===== config.mk =====
export PLATFORM = sky130hd
export DESIGN_NAME = mips_debug_ctrl_flat
export DESIGN_NICKNAME = d
export VERILOG_FILES = /design/src/rtl/mips_debug_ctrl_if.sv /design/src/rtl/mips_debug_ctrl.sv /design/src/flat_wrapper.sv
export SDC_FILE = /design/constraint.sdc
export NUM_CORES = 1
export LEC_CHECK = 0
export BUFFER_PORTS_ARGS = -buffer_cell sky130_fd_sc_hd__buf_2
export CAP_MARGIN = 20
export CORE_ASPECT_RATIO = 1.75
export CORE_MARGIN = 5
export CORE_UTILIZATION = 30
export CTS_BUF_LIST = sky130_fd_sc_hd__clkbuf_4 sky130_fd_sc_hd__clkbuf_8
export CTS_CLUSTER_DIAMETER = 30
export DETAILED_ROUTE_END_ITERATION = 6
export GPL_ROUTABILITY_DRIVEN = 0
export SYNTH_ARGS = -nofsm -noshare
export SYNTH_HDL_FRONTEND = slang
export SYNTH_SLANG_ARGS = --single-unit

===== constraint.sdc =====
create_clock -name CLK -period 3.52 [get_ports CLK]
set_input_delay 0.352 -clock CLK [delete_from_list [all_inputs] [get_ports CLK]]
set_output_delay 0.352 -clock CLK [all_outputs]
set_load 0.05 [all_outputs]

===== src/rtl/mips_debug_ctrl_if.sv =====
// Host-link, program-memory, pipeline-control and debug-dump signals of mips_debug_ctrl.
// master = the debug controller; slave = the UART FIFOs / TP4 top-level side.
interface mips_debug_ctrl_if #(
    parameter int PM_DEPTH   = 64,
    parameter int DUMP_WORDS = 97
);
    localparam int PM_AW = $clog2(PM_DEPTH);
    localparam int DS_W  = $clog2(DUMP_WORDS);

    logic             RX_VALID;
    logic [7:0]       RX_DATA;
    logic             TX_READY;
    logic             TX_VALID;
    logic [7:0]       TX_DATA;
    logic             PM_WE;
    logic [PM_AW-1:0] PM_ADDR;
    logic [31:0]      PM_WDATA;
    logic             CPU_EN;
    logic             CPU_RESET;
    logic             HALT_WB;
    logic [DS_W-1:0]  DUMP_SEL;
    logic [31:0]      DUMP_DATA;

    modport master (
        input  RX_VALID, RX_DATA, TX_READY, HALT_WB, DUMP_DATA,
        output TX_VALID, TX_DATA, PM_WE, PM_ADDR, PM_WDATA, CPU_EN, CPU_RESET, DUMP_SEL
    );

    modport slave (
        output RX_VALID, RX_DATA, TX_READY, HALT_WB, DUMP_DATA,
        input  TX_VALID, TX_DATA, PM_WE, PM_ADDR, PM_WDATA, CPU_EN, CPU_RESET, DUMP_SEL
    );
endinterface


===== src/rtl/mips_debug_ctrl.sv =====
// TP4 debug/load controller: host bytes -> program memory, run/step control, state dump.
// Define DBG_CYCLE_COUNT_EN to prefix every dump with the 32-bit CPU_EN cycle count.
module mips_debug_ctrl #(
    parameter int          PM_DEPTH   = 64,
    parameter int          DUMP_WORDS = 97,
    parameter logic [31:0] HALT_WORD  = 32'hFFFF_FFFF
) (
    input  logic              CLK,
    input  logic              RESET,
    mips_debug_ctrl_if.master bus
);
    localparam int PM_AW = $clog2(PM_DEPTH);
    localparam int DS_W  = $clog2(DUMP_WORDS);
`ifdef DBG_CYCLE_COUNT_EN
    localparam int CNT_WORDS = 1;
`else
    localparam int CNT_WORDS = 0;
`endif
    localparam int              WC_W        = $clog2(DUMP_WORDS + CNT_WORDS + 1);
    localparam logic [WC_W-1:0] TOTAL_WORDS = WC_W'(DUMP_WORDS + CNT_WORDS);

    localparam logic [7:0] CMD_LOAD  = 8'h4C;
    localparam logic [7:0] CMD_CONT  = 8'h43;
    localparam logic [7:0] CMD_STEP  = 8'h53;
    localparam logic [7:0] CMD_NEXT  = 8'h4E;
    localparam logic [7:0] CMD_RESET = 8'h52;

    typedef enum logic [2:0] {
        IDLE, LOAD, WAIT_CMD, RUN, STEP_WAIT, STEP, DUMP, DONE
    } state_t;

    state_t           state;
    logic [1:0]       byte_cnt;
    logic [23:0]      asm_word;
    logic [23:0]      shreg;
    logic [WC_W-1:0]  word_cnt;
    logic             halted;
    logic             pm_we;
    logic [PM_AW-1:0] pm_addr;
    logic [31:0]      pm_wdata;
    logic             cpu_en;
    logic             cpu_reset;
    logic             tx_valid;
    logic [7:0]       tx_data;
    logic [DS_W-1:0]  dump_sel;

    logic [31:0] rx_word;
    logic [31:0] next_word;
    logic        data_word;
    logic        tx_free;

    assign rx_word = {asm_word, bus.RX_DATA};
    assign tx_free = !tx_valid || bus.TX_READY;

`ifdef DBG_CYCLE_COUNT_EN
    logic [31:0] cyc_cnt;
    assign data_word = (word_cnt != '0);
    assign next_word = data_word ? bus.DUMP_DATA : cyc_cnt;
`else
    assign data_word = 1'b1;
    assign next_word = bus.DUMP_DATA;
`endif

    always_ff @(posedge CLK or posedge RESET) begin
        if (RESET) begin
            state     <= IDLE;
            byte_cnt  <= '0;
            asm_word  <= '0;
            shreg     <= '0;
            word_cnt  <= '0;
            halted    <= 1'b0;
            pm_we     <= 1'b0;
            pm_addr   <= '0;
            pm_wdata  <= '0;
            cpu_en    <= 1'b0;
            cpu_reset <= 1'b0;
            tx_valid  <= 1'b0;
            tx_data   <= '0;
            dump_sel  <= '0;
`ifdef DBG_CYCLE_COUNT_EN
            cyc_cnt   <= '0;
`endif
        end else begin
            pm_we     <= 1'b0;
            cpu_reset <= 1'b0;
            // Address advances after the write strobe so PM_ADDR is valid during PM_WE.
            if (pm_we) pm_addr <= pm_addr + PM_AW'(1);
`ifdef DBG_CYCLE_COUNT_EN
            if (cpu_en) cyc_cnt <= cyc_cnt + 32'd1;
`endif
            case (state)
                IDLE: begin
                    if (bus.RX_VALID && bus.RX_DATA == CMD_LOAD) begin
                        state    <= LOAD;
                        pm_addr  <= '0;
                        byte_cnt <= '0;
                    end
                end
                LOAD: begin
                    if (bus.RX_VALID) begin
                        asm_word <= rx_word[23:0];
                        byte_cnt <= byte_cnt + 2'd1;
                        if (byte_cnt == 2'd3) begin
                            pm_we    <= 1'b1;
                            pm_wdata <= rx_word;
                            if (rx_word == HALT_WORD || pm_addr == PM_AW'(PM_DEPTH - 1))
                                state <= WAIT_CMD;
                        end
                    end
                end
                WAIT_CMD: begin
                    if (bus.RX_VALID && bus.RX_DATA == CMD_CONT) begin
                        state  <= RUN;
                        cpu_en <= 1'b1;
                    end else if (bus.RX_VALID && bus.RX_DATA == CMD_STEP) begin
                        state <= STEP_WAIT;
                    end
                end
                RUN: begin
                    if (bus.HALT_WB) begin
                        cpu_en   <= 1'b0;
                        halted   <= 1'b1;
                        state    <= DUMP;
                        word_cnt <= '0;
                        byte_cnt <= '0;
                        dump_sel <= '0;
                    end
                end
                STEP_WAIT: begin
                    if (bus.RX_VALID && bus.RX_DATA == CMD_NEXT) begin
                        state  <= STEP;
                        cpu_en <= 1'b1;
                    end
                end
                STEP: begin
                    cpu_en   <= 1'b0;
                    if (bus.HALT_WB) halted <= 1'b1;
                    state    <= DUMP;
                    word_cnt <= '0;
                    byte_cnt <= '0;
                    dump_sel <= '0;
                end
                DUMP: begin
                    if (tx_free) begin
                        if (word_cnt == TOTAL_WORDS) begin
                            tx_valid <= 1'b0;
                            dump_sel <= '0;
                            state    <= halted ? DONE : STEP_WAIT;
                        end else begin
                            tx_valid <= 1'b1;
                            byte_cnt <= byte_cnt + 2'd1;
                            if (byte_cnt == 2'd0) begin
                                tx_data <= next_word[31:24];
                                shreg   <= next_word[23:0];
                            end else begin
                                tx_data <= shreg[23:16];
                                shreg   <= {shreg[15:0], 8'h00};
                            end
                            // Select the next debug word a cycle early so DUMP_DATA has settled.
                            if (byte_cnt == 2'd3) begin
                                word_cnt <= word_cnt + WC_W'(1);
                                if (data_word && dump_sel != DS_W'(DUMP_WORDS - 1))
                                    dump_sel <= dump_sel + DS_W'(1);
                            end
                        end
                    end
                end
                DONE: begin
                    if (bus.RX_VALID && bus.RX_DATA == CMD_RESET) begin
                        cpu_reset <= 1'b1;
                        halted    <= 1'b0;
                        pm_addr   <= '0;
`ifdef DBG_CYCLE_COUNT_EN
                        cyc_cnt   <= '0;
`endif
                        state     <= IDLE;
                    end
                end
                default: state <= IDLE;
            endcase
        end
    end

    assign bus.TX_VALID  = tx_valid;
    assign bus.TX_DATA   = tx_data;
    assign bus.PM_WE     = pm_we;
    assign bus.PM_ADDR   = pm_addr;
    assign bus.PM_WDATA  = pm_wdata;
    assign bus.CPU_EN    = cpu_en;
    assign bus.CPU_RESET = cpu_reset;
    assign bus.DUMP_SEL  = dump_sel;
endmodule


===== src/flat_wrapper.sv =====
// flat-port wrapper written by rule: the top's interface ports become plain ports
module mips_debug_ctrl_flat 
#(
    parameter int          PM_DEPTH   = 64,
    parameter int          DUMP_WORDS = 97,
    parameter logic [31:0] HALT_WORD  = 32'hFFFF_FFFF
)
  (CLK, RESET, bus_RX_VALID, bus_RX_DATA, bus_TX_READY, bus_HALT_WB, bus_DUMP_DATA, bus_TX_VALID, bus_TX_DATA, bus_PM_WE, bus_PM_ADDR, bus_PM_WDATA, bus_CPU_EN, bus_CPU_RESET, bus_DUMP_SEL);
  mips_debug_ctrl_if #(.PM_DEPTH(PM_DEPTH), .DUMP_WORDS(DUMP_WORDS)) bus_i ();
  input  logic CLK;
  input  logic RESET;
  input wire logic [$bits(bus_i.RX_VALID)-1:0] bus_RX_VALID;
  input wire logic [$bits(bus_i.RX_DATA)-1:0] bus_RX_DATA;
  input wire logic [$bits(bus_i.TX_READY)-1:0] bus_TX_READY;
  input wire logic [$bits(bus_i.HALT_WB)-1:0] bus_HALT_WB;
  input wire logic [$bits(bus_i.DUMP_DATA)-1:0] bus_DUMP_DATA;
  output wire logic [$bits(bus_i.TX_VALID)-1:0] bus_TX_VALID;
  output wire logic [$bits(bus_i.TX_DATA)-1:0] bus_TX_DATA;
  output wire logic [$bits(bus_i.PM_WE)-1:0] bus_PM_WE;
  output wire logic [$bits(bus_i.PM_ADDR)-1:0] bus_PM_ADDR;
  output wire logic [$bits(bus_i.PM_WDATA)-1:0] bus_PM_WDATA;
  output wire logic [$bits(bus_i.CPU_EN)-1:0] bus_CPU_EN;
  output wire logic [$bits(bus_i.CPU_RESET)-1:0] bus_CPU_RESET;
  output wire logic [$bits(bus_i.DUMP_SEL)-1:0] bus_DUMP_SEL;
  assign bus_i.RX_VALID = bus_RX_VALID;
  assign bus_i.RX_DATA = bus_RX_DATA;
  assign bus_i.TX_READY = bus_TX_READY;
  assign bus_i.HALT_WB = bus_HALT_WB;
  assign bus_i.DUMP_DATA = bus_DUMP_DATA;
  assign bus_TX_VALID = bus_i.TX_VALID;
  assign bus_TX_DATA = bus_i.TX_DATA;
  assign bus_PM_WE = bus_i.PM_WE;
  assign bus_PM_ADDR = bus_i.PM_ADDR;
  assign bus_PM_WDATA = bus_i.PM_WDATA;
  assign bus_CPU_EN = bus_i.CPU_EN;
  assign bus_CPU_RESET = bus_i.CPU_RESET;
  assign bus_DUMP_SEL = bus_i.DUMP_SEL;
  mips_debug_ctrl #(.PM_DEPTH(PM_DEPTH), .DUMP_WORDS(DUMP_WORDS), .HALT_WORD(HALT_WORD)) u_core (.CLK(CLK), .RESET(RESET), .bus(bus_i));
endmodule

==> run_results.csv, run 1 <==
group,metric,value,unit
pwr,p_switching,2.09,mW
pwr,p_leak,3.25,nW
route,vias,3927,
pwr,internal_power_contribution,3.05,mW
timing,final_max_slew_viol_count,0,
layout,num_antenna_cells,0,
placed_design,port_buffers,101,
timing,clock-skew-final,0.0105,ns
critical_path,cp.depth,7,
timing,layout_worst_path_cycle_share,0.723,
clocking,cts_tree,"done",
clocking,numCtsBuffers,17,
yosys,yosys_warning_count,0,
clocking,ctsLongestPathBuffers,2,
timing,slew-limit-headroom,0.404,
floorplan,initial_core_util,0.305,
layout,post_route_cells_drive_above_1_share,0.344,
floorplan,fp.coreArea,0.0175,sq mm
job,cap_violations,0,
status,outcome,"finished, final reports clean",
pwr,power,5.13,mW
global_routing,grt_antenna_before_repair,0,
route,drt_iter0_drc,212,
clocking,post-cts-setup-buffers,0,
yosys,seq_area_frac_synth,0.552,
clocking,clock_net_sink_count,118,
timing,tightest_hold_margin,0.0208,ns
floorplan,floorplan.rows,64,
placed_design,dp_hpwl,9.63,mm
critical_path,critical_path.startpoint_type,"register",
pwr,switching_share_of_total_power,0.407,
layout,finalNetCount,632,
critical_path,timing.critical_path.required,3.88,ns
global_routing,globalRoute.totalOverflow,0,
layout,multi_input_area,0.00225,sq mm
critical_path,critical-path-top-delay-family,"simple AND/OR/NAND/NOR gates",
placed_design,dpl-instance-area,0.00611,sq mm
critical_path,crit_path_max_incr_delay,0.62,ns
critical_path,crit_path_end_kind,"register",
global_routing,first_global_vias,4169,
route,routed_wl,12.9,mm
pwr,sequentialPowerShare,0.414,
critical_path,bufs_and_invs_on_worst_path,1,
placed_design,dp_cells,792,
clocking,cts_hold_repair.buffers,0,
critical_path,timing.critical_path.fanout_max,15,
pwr,comb_power_share,0.343,
critical_path,critical-path-slowest-cell,"sky130_fd_sc_hd__dfrtp_1",
route,detail_route.wl_per_cell,15.6,um
critical_path,critPathKind,"reg -> reg",
route,detailed_route_vias_per_instance,4.77,
floorplan,design.die.area,0.0207,sq mm
global_routing,grt_start_max_net_pins,65,
clocking,cts-htree-levels,4,
pwr,share_clk_of_total_power,0.243,
layout,most_common_cell_after_layout_fill_and_taps_aside,"sky130_fd_sc_hd__dfrtp_1",
route,detail_route.first_pass.iterations,4,
floorplan,die_w,111,um
yosys,synth-async-reset-ratio,1.00,
route,drcViolationCount,0,
yosys,synth_top_flop_cell,"sky130_fd_sc_hd__dfrtp_1",
timing,final_hold_viol_count,0,
timing,timing.final.setup_violations,0,
yosys,postSynthNetCount,526,
layout,layoutNonFillerInstCount,824,
global_routing,wire_length_of_the_first_global_routing_pass,21.8,mm
timing,period_minus_slack,2.54,ns
timing,worst_slew_pin_slew,0.893,ns
layout,final_cell_mix,"sky130_fd_sc_hd__dfrtp_1 (118), sky130_fd_sc_hd__buf_2 (101), sky130_fd_sc_hd__nand2_1 (64)",
timing,rsz0062_at_grt,"false",
global_routing,gr-usage-all-layers,0.131,
pwr,pwr_density_cell,789,mW/mm^2
route,drtAntennaViolNets,0,
layout,area.sequential,0.00295,sq mm
critical_path,worstPathArrival,2.90,ns
clocking,root_buffer_selected_by_cts,"sky130_fd_sc_hd__clkbuf_8",
pwr,largest_vdd_supply_drop,0.357,mV
critical_path,rr_worst_depth,7,
critical_path,reg2reg_setup_slack,0.98,ns
clocking,cts.repair.resized,0,
critical_path,critical_path.cell_chain,"nor2b_1 > a22oi_1 > o21ai_0 > buf_4 > nand2_1 > or4_1 > a21oi_1",
yosys,post_synth_inst_count,474,
layout,final_instance_area,0.00651,sq mm
floorplan,floorplan.io_pins,102,
clocking,clk-insertion-delay-late,0.43,ns
timing,achievable-frequency,0.393,GHz
timing,fin_tns_setup,0,ns
hold_path,min_path_type,"in -> async",
clocking,clkTransAtPathRegs,0.08,ns
yosys,synth-edff-count,0,
yosys,syn_area,0.00535,sq mm
layout,fill_cells,1741,
yosys,ys_seq_elements,118,
floorplan,die_y,187,um
yosys,synth.avg_cell_area,11.3,sq um
layout,area_growth_synth_to_finish,21.6,%
yosys,ys_types,48,
[synthesized netlist by cell type, drive strengths merged, types with 3 or more instances]
| library cell | number | area share |
|---|---|---|
| xnor2 | 4 | 0.0065 |
| a21o | 4 | 0.0056 |
| a31oi | 3 | 0.0035 |
| mux2 | 55 | 0.12 |
| o21ai | 45 | 0.042 |
| buf | 3 | 0.0023 |
| o31ai | 6 | 0.0084 |
| a21oi | 7 | 0.0065 |
| nand4 | 16 | 0.019 |
| nand2b | 3 | 0.0035 |
| and3 | 3 | 0.0035 |
| xor2 | 6 | 0.0098 |
| and2 | 6 | 0.0070 |
| nor2 | 18 | 0.013 |
| ha | 7 | 0.016 |
| mux2i | 26 | 0.049 |
| o21bai | 3 | 0.0042 |
| nor3 | 5 | 0.0047 |
| nand3 | 10 | 0.0094 |
| or4b | 3 | 0.0063 |
| dfrtp | 118 | 0.55 |
| nand2 | 65 | 0.046 |
| nor2b | 6 | 0.0070 |
| inv | 13 | 0.0091 |
| clkbuf | 18 | 0.016 |
[cells by family after synthesis]
group	synth area share
and+or+nand+nor	0.135
DFF	0.552
muxes	0.164
AOI/OAI and AO/OA	0.0879
buffers and inverters	0.0278
xor gates and xnor gates	0.0164
adders and majority gates	0.0164
[flip-flops by register name (all words and copies together), names as in the netlist]
name,count
u_core.bus.PM_WDATA,32
u_core.asm_word,24
u_core.shreg,24
u_core.bus.TX_DATA,8
u_core.bus.DUMP_SEL,7
u_core.word_cnt,7
u_core.bus.PM_ADDR,6
u_core.state,3
u_core.byte_cnt,2
u_core.bus.CPU_EN,1
u_core.bus.CPU_RESET,1
u_core.bus.PM_WE,1
u_core.bus.TX_VALID,1
u_core.halted,1
[metal layers]
| layer | wire length (um) | track usage |
|---|---|---|
| met1 | 5090 | 0.150 |
| met2 | 6870 | 0.227 |
| met3 | 665 | 0.0353 |
| met4 | 257 | 0.0583 |
| met5 | 0 | 0 |
[path summary, 6_finish.rpt]
path                                          end              from
setup reg to reg           u_core.bus.DUMP_SEL[5]   u_core.state[2]
setup / recovery           u_core.bus.DUMP_SEL[5]   u_core.state[2]
hold / removal                    u_core.shreg[0]             RESET
min in group CLK                  u_core.shreg[7]  bus_DUMP_DATA[7]
max in group asynchronous   u_core.bus.TX_DATA[2]             RESET
hold reg to reg                   u_core.shreg[8]   u_core.shreg[8]
[through the flow]
step	util	setup slack, ns
5_1_grt	0.371	0.734
6_report	0.371	0.976
4_1_cts	0.371	1.01
3_3_place_gp	0.348	1.05
2_1_floorplan	-	0.0389
3_5_place_dp	0.348	0.974
[power groups by stage]
stage	Clock [mW]	Combinational, mW	Sequential (mW)
2_1_floorplan	0	1.10	2.36
3_3_place_gp	0	1.73	2.14
3_5_place_dp	0	1.78	2.16
4_1_cts	1.29	1.79	2.13
5_1_grt	1.36	1.96	2.19
6_report	1.25	1.76	2.12
[worst register-to-register path, delay by kind of cell (launching register included)]
kind	cells	cell delay, ns
AND/OR/NAND/NOR	3	1.17
flip-flops	1	0.62
AO/OA/AOI/OAI	3	0.48
buffers and inverters	1	0.21
[layout make-up]
type / instances / share of cell area
Timing Repair Buffer: 108 / 0.0858
Sequential cell: 118 / 0.454
Inverter: 13 / 0.00788
Clock inverter: 15 / 0.0258
Tap cell: 231 / 0.0444
Multi-Input combinational cell: 322 / 0.346
Clock buffer: 17 / 0.0360
Note: power is estimated with default switching activity, not from simulation.
==> run 2: changes to the inputs <==
--- a/config.mk
+++ b/config.mk
@@ -5,6 +5,7 @@
 export SDC_FILE = /design/constraint.sdc
 export NUM_CORES = 1
 export LEC_CHECK = 0
+export ABC_AREA = 1
 export BUFFER_PORTS_ARGS = -buffer_cell sky130_fd_sc_hd__buf_2
 export CAP_MARGIN = 20
 export CORE_ASPECT_RATIO = 1.75
==> constraint.sdc (replaced) <==
create_clock -name CLK -period 2.33 [get_ports CLK]
set_input_delay 0.233 -clock CLK [delete_from_list [all_inputs] [get_ports CLK]]
set_output_delay 0.233 -clock CLK [all_outputs]
set_load 0.05 [all_outputs]
==> run_results.csv, run 2 <==
group,metric,value,unit
job,cap_violations,0,
yosys,netlist.top_cell.by_area,"sky130_fd_sc_hd__dfrtp_1",
global_routing,globalRoute.totalOverflow,0,
route,drtAntennaViolNets,0,
critical_path,r2r-start,"u_core.state[0]",
timing,timing.final.setup_violations,0,
layout,largest_reg_flops,32,
global_routing,wire_length_of_the_first_global_routing_pass,22.3,mm
global_routing,first_global_vias,4609,
global_routing,grt_start_max_net_pins,58,
critical_path,critPathKind,"reg -> reg",
yosys,yosys-top-cells-area,"sky130_fd_sc_hd__dfrtp_1 (52%), sky130_fd_sc_hd__nand2_1 (15%), sky130_fd_sc_hd__o21ai_0 (7.5%)",
layout,finalNetCount,845,
yosys,postSynthNetCount,739,
placed_design,port_buffers,101,
route,drt_iter0_drc,273,
layout,num_antenna_cells,0,
yosys,synth-edff-count,0,
clocking,clock_net_sink_count,118,
timing,final_hold_viol_count,0,
critical_path,critical_path.startpoint_type,"register",
timing,achievable-frequency,0.535,GHz
timing,tightest_hold_margin,0.0375,ns
yosys,ys_types,30,
critical_path,timing.critical_path.fanout_max,26,
timing,rsz0062_at_grt,"false",
floorplan,die_y,192,um
critical_path,crit_path_end_kind,"register",
timing,worst_slew_pin_slew,0.485,ns
yosys,synth-async-reset-ratio,1.00,
timing,slew-limit-headroom,0.677,
timing,final_max_slew_viol_count,0,
yosys,yosys.area.top_type_share,0.521,
global_routing,grt_antenna_before_repair,0,
clocking,clkTransAtPathRegs,0.08,ns
critical_path,worst_r2r_endpoint,"u_core.bus.PM_WDATA[23]",
layout,area_growth_synth_to_finish,21.7,%
route,vias,4645,
clocking,root_buffer_selected_by_cts,"sky130_fd_sc_hd__clkbuf_8",
clocking,cts-htree-levels,4,
floorplan,design.die.area,0.0219,sq mm
yosys,synth.most_common_cell,"sky130_fd_sc_hd__nand2_1",
hold_path,hold_end,"u_core.shreg[4]",
timing,layout_worst_path_cycle_share,0.803,
pwr,largest_vdd_supply_drop,0.511,mV
route,detailed_route_vias_per_instance,4.45,
route,routed_wl,13.7,mm
placed_design,dp_hpwl,10.3,mm
floorplan,floorplan.rows,66,
clocking,clk-insertion-delay-late,0.44,ns
status,outcome,"finished, final reports clean",
timing,fin_tns_setup,0,ns
floorplan,die_w,114,um
layout,most_common_cell_after_layout_fill_and_taps_aside,"sky130_fd_sc_hd__nand2_1",
yosys,seq_area_frac_synth,0.521,
clocking,cts_tree,"done",
clocking,numCtsBuffers,17,
yosys,synth_top_flop_cell,"sky130_fd_sc_hd__dfrtp_1",
critical_path,timing.critical_path.required,2.65,ns
yosys,yosys_warning_count,0,
floorplan,initial_core_util,0.305,
timing,period_minus_slack,1.87,ns
hold_path,min_path_type,"in -> reg",
layout,post_route_cells_drive_above_1_share,0.218,
floorplan,fp.coreArea,0.0186,sq mm
pwr,pwr_density_cell,1200,mW/mm^2
critical_path,worstPathArrival,2.19,ns
critical_path,rr_worst_depth,10,
yosys,post_synth_inst_count,687,
global_routing,gr-usage-all-layers,0.130,
route,detail_route.first_pass.iterations,4,
hold_path,holdPathStages,3,
layout,final_cell_mix,"sky130_fd_sc_hd__nand2_1 (224), sky130_fd_sc_hd__dfrtp_1 (118), sky130_fd_sc_hd__buf_2 (101)",
route,detail_route.wl_per_cell,13.1,um
timing,layout_setup_ws,0.459,ns
route,drcViolationCount,0,
pwr,p_leak,3.51,nW
yosys,syn_area,0.00567,sq mm
placed_design,dp_worst_setup_slack,0.468,ns
clocking,ctsLongestPathBuffers,2,
timing,clock-skew-final,0.0193,ns
yosys,synth.avg_cell_area,8.25,sq um
yosys,synth_common_cells,"sky130_fd_sc_hd__nand2_1 (224), sky130_fd_sc_hd__dfrtp_1 (118), sky130_fd_sc_hd__o21ai_0 (85)",
floorplan,floorplan.io_pins,102,
yosys,ys_seq_elements,118,
hold_path,hold_path.startpoint,"bus_DUMP_DATA[4]",
critical_path,reg2reg_setup_slack,0.46,ns
[run 2: logic make-up after synthesis]
family	share of synthesized area
AOI/OAI and AO/OA	0.123
muxes	0.00177
xor gates and xnor gates	0.0185
DFF	0.521
buffers and inverters	0.0847
and+or+nand+nor	0.236
adders and majority gates	0.0154
[run 2: timing repair]
action | CTS | global route
setup buffers | 0 | 0
hold endpoints to repair | 12 | 0
resized for setup | 0 | 0
hold buffers | 1 | 0
[run 2: how the worst max path moves through the flow]
stage | from | to | slack [ns] | depth (start not counted)
after global placement | u_core.word_cnt[0] | u_core.state[2] | 0.50 | 10
after global routing | u_core.state[0] | u_core.word_cnt[0] | 0.30 | 8
after floorplan | RESET | u_core.asm_word[0] | 0.66 | 1
after detailed placement | u_core.state[0] | u_core.bus.PM_WDATA[23] | 0.47 | 10
after CTS | u_core.state[0] | u_core.bus.PM_WDATA[23] | 0.45 | 10
final | u_core.state[0] | u_core.bus.PM_WDATA[23] | 0.46 | 10
[run 2: power breakdown]
part	internal (mW)	leakage, nW	switching (mW)
sequential	2.70	1.50	0.392
combinational	0.820	1.78	2.20
clock	1.34	0.233	0.854
[run 2: layout make-up]
class / count / area [sq um]
sequential: 118 / 2950
tap: 238 / 298
clock inverter: 12 / 198
fill: 1946 / 11700
clock buffer: 20 / 269
timing repair buffer: 113 / 636
multi-input combinational: 462 / 2240
inverter: 81 / 313
[run 2: per-stage QoR]
| stage | cells | utilization | total power [mW] | area, sq um |
|---|---|---|---|---|
| global route | 1044 | 0.372 | 8.91 | 6900 |
| finish | 1044 | 0.372 | 8.31 | 6900 |
| global placement | 1011 | 0.346 | 6.13 | 6430 |
| CTS | 1044 | 0.372 | 8.41 | 6900 |
| floorplan | 687 | - | 5.42 | 5670 |
| detailed placement | 1011 | 0.346 | 6.17 | 6430 |
[run 2: metal layers]
metal	vias to the layer above	GRT usage	share of wire
li1	2390	-	-
met1	2134	0.146	0.40
met2	94	0.229	0.53
met3	27	0.0303	0.044
met4	0	0.0622	0.027
met5	-	0	0
[run 2: worst max-delay path, stage by stage, from the launching register on]
cell and delay [ns]:
sky130_fd_sc_hd__dfrtp_1 0.46, sky130_fd_sc_hd__inv_2 0.06, sky130_fd_sc_hd__nor2_2 0.16, sky130_fd_sc_hd__nand2_2 0.15, sky130_fd_sc_hd__nor2_8 0.12, sky130_fd_sc_hd__inv_4 0.09, sky130_fd_sc_hd__nor2_8 0.19, sky130_fd_sc_hd__inv_4 0.17
sky130_fd_sc_hd__buf_4 0.21, sky130_fd_sc_hd__nand2_1 0.08, sky130_fd_sc_hd__o21ai_2 0.05
==> run 3: changes to the inputs <==
--- a/config.mk
+++ b/config.mk
@@ -5,7 +5,7 @@
 export SDC_FILE = /design/constraint.sdc
 export NUM_CORES = 1
 export LEC_CHECK = 0
-export ABC_AREA = 1
+export ABC_AREA = 0
 export BUFFER_PORTS_ARGS = -buffer_cell sky130_fd_sc_hd__buf_2
 export CAP_MARGIN = 20
 export CORE_ASPECT_RATIO = 1.75
==> constraint.sdc (replaced) <==
create_clock -name CLK -period 1.8 [get_ports CLK]
set_input_delay 0.18 -clock CLK [delete_from_list [all_inputs] [get_ports CLK]]
set_output_delay 0.18 -clock CLK [all_outputs]
set_load 0.05 [all_outputs]
==> run_results.csv, run 3 (same netlist as run 1, synthesis figures left out) <==
group,metric,value,unit
pwr,pwr_density_cell,1540,mW/mm^2
hold_path,hold_path.startpoint,"bus_DUMP_DATA[6]",
timing,timing.final.setup_violations,6,
layout,num_antenna_cells,0,
layout,layoutNonFillerInstCount,884,
global_routing,first_global_vias,4546,
route,drtAntennaViolNets,0,
timing,clock-skew-final,0.0105,ns
hold_path,min_path_type,"in -> reg",
route,routed_wl,15.0,mm
layout,finalNetCount,692,
timing,worst_slew_pin_slew,0.539,ns
clocking,ctsLongestPathBuffers,2,
critical_path,worstPathArrival,2.29,ns
critical_path,timing.critical_path.required,2.15,ns
clocking,cts_tree,"done",
floorplan,design.die.area,0.0207,sq mm
critical_path,timing.critical_path.fanout_max,6,
layout,most_common_cell_after_layout_fill_and_taps_aside,"sky130_fd_sc_hd__dfrtp_1",
clocking,clock_net_sink_count,118,
critical_path,critical_path.startpoint,"bus_RX_DATA[2]",
placed_design,dp_hpwl,10.6,mm
global_routing,grt_start_max_net_pins,78,
critical_path,critical_path.startpoint_type,"input port",
timing,achievable-frequency,0.515,GHz
global_routing,grt_antenna_before_repair,0,
placed_design,dp_cells,832,
layout,post_route_cells_drive_above_1_share,0.447,
timing,final_hold_viol_count,0,
route,vias,4357,
clocking,cts-htree-levels,4,
floorplan,die_y,187,um
pwr,largest_vdd_supply_drop,0.888,mV
critical_path,critPathKind,"in -> reg",
route,drt_iter0_drc,196,
timing,slew-limit-headroom,0.640,
route,detail_route.wl_per_cell,17.0,um
clocking,root_buffer_selected_by_cts,"sky130_fd_sc_hd__clkbuf_8",
critical_path,r2r-start,"u_core.state[0]",
status,outcome,"complete, but fails checks",
timing,layout_setup_ws,-0.141,ns
pwr,p_leak,3.63,nW
global_routing,gr-usage-all-layers,0.141,
floorplan,floorplan.io_pins,102,
job,cap_violations,0,
layout,utilization,0.415,
floorplan,fp.coreArea,0.0175,sq mm
status,failed_checks,"setup timing",
global_routing,globalRoute.totalOverflow,0,
route,detailed_route_vias_per_instance,4.93,
global_routing,wire_length_of_the_first_global_routing_pass,23.2,mm
floorplan,floorplan.rows,64,
timing,rsz0062_at_grt,"true",
timing,layout_worst_path_cycle_share,1.08,
clocking,clkTransAtPathRegs,0.07,ns
timing,period_minus_slack,1.94,ns
layout,final_cell_mix,"sky130_fd_sc_hd__dfrtp_1 (111), sky130_fd_sc_hd__buf_2 (98), sky130_fd_sc_hd__nand2_1 (60)",
floorplan,initial_core_util,0.305,
layout,largest_reg_flops,32,
route,drcViolationCount,0,
layout,area_growth_synth_to_finish,36.1,%
critical_path,crit_path_end_kind,"register",
floorplan,die_w,111,um
clocking,clk-insertion-delay-late,0.43,ns
timing,final_max_slew_viol_count,0,
placed_design,port_buffers,101,
clocking,numCtsBuffers,17,
route,detail_route.first_pass.iterations,6,
==> run 3: cell types whose count changed in the layout (fill, tap and decap cells not counted), moves of 12 or more <==
cell,change
sky130_fd_sc_hd__buf_4,+40
sky130_fd_sc_hd__o21ai_0,-48
sky130_fd_sc_hd__nand4_1,+12
sky130_fd_sc_hd__o21ai_2,-15
sky130_fd_sc_hd__mux2i_1,+25
sky130_fd_sc_hd__nand3_1,-25
sky130_fd_sc_hd__nand2_1,-164
sky130_fd_sc_hd__mux2_2,+55
sky130_fd_sc_hd__nor2_1,-24
sky130_fd_sc_hd__inv_1,-65
==> run 3: worst paths after layout <==
path                            cells past startpoint                      end  slack (ns)
worst max-delay path                                7          u_core.state[2]       -0.14
worst min-delay path                                3          u_core.shreg[6]        0.04
min in group asynchronous                           4  u_core.bus.PM_WDATA[22]        0.44
max in group asynchronous                           4   u_core.bus.DUMP_SEL[1]        0.91
worst min register to register                      2    u_core.bus.TX_DATA[5]        0.48
worst max register to register                      7   u_core.bus.DUMP_SEL[5]       -0.03
==> run 3: worst max-delay path, stage by stage <==
cell and delay, ns:
sky130_fd_sc_hd__buf_6 0.09, sky130_fd_sc_hd__or3b_4 0.39, sky130_fd_sc_hd__or4b_4 0.50, sky130_fd_sc_hd__or3_4 0.39
sky130_fd_sc_hd__a211oi_4 0.37, sky130_fd_sc_hd__a41oi_2 0.20, sky130_fd_sc_hd__a21oi_2 0.16
==> run 3: final cells by class <==
class / count / area, sq um
Inverter: 13 / 52.6
Tap cell: 231 / 289
Timing Repair Buffer: 168 / 1180
Clock inverter: 14 / 153
Multi-Input combinational cell: 322 / 2400
Fill cell: 1693 / 10300
Clock buffer: 18 / 248
Sequential cell: 118 / 2960
==> run 3: power breakdown <==
part	internal, mW	total (mW)	switching (mW)
clock	1.27	2.44	1.16
sequential	3.43	4.08	0.643
combinational	2.05	4.73	2.68
==> run 3: per-stage QoR <==
stage | hold WS, ns | power [mW] | setup WS, ns | area, sq um | TNS [ns]
2_1_floorplan | 0.325 | 6.81 | -0.272 | 5390 | -1.06
4_1_cts | 0.00745 | 10.9 | -0.0639 | 7070 | -0.120
5_1_grt | 0.0162 | 12.0 | -0.156 | 7290 | -1.29
3_3_place_gp | 0.358 | 8.09 | -0.444 | 6490 | -4.05
6_report | 0.0357 | 11.2 | -0.141 | 7290 | -0.407
3_5_place_dp | 0.362 | 8.26 | -0.591 | 6490 | -5.34
==> run 3: what timing repair did <==
action | CTS | global route
resized for setup | 23 | 22
setup endpoints to repair | 64 | 74
setup buffers | 2 | 6
cloned | 0 | 4
hold buffers | 8 | 0
endpoints found under the hold margin | 125 | 0
pin swaps | 12 | 13
==> run 3: layer usage <==
layer | part of all wire | GRT usage | up-vias
li1 | - | - | 2013
met1 | 0.37 | 0.147 | 2169
met2 | 0.55 | 0.258 | 138
met3 | 0.044 | 0.0392 | 37
met4 | 0.032 | 0.0673 | 0
met5 | 0 | 0 | -
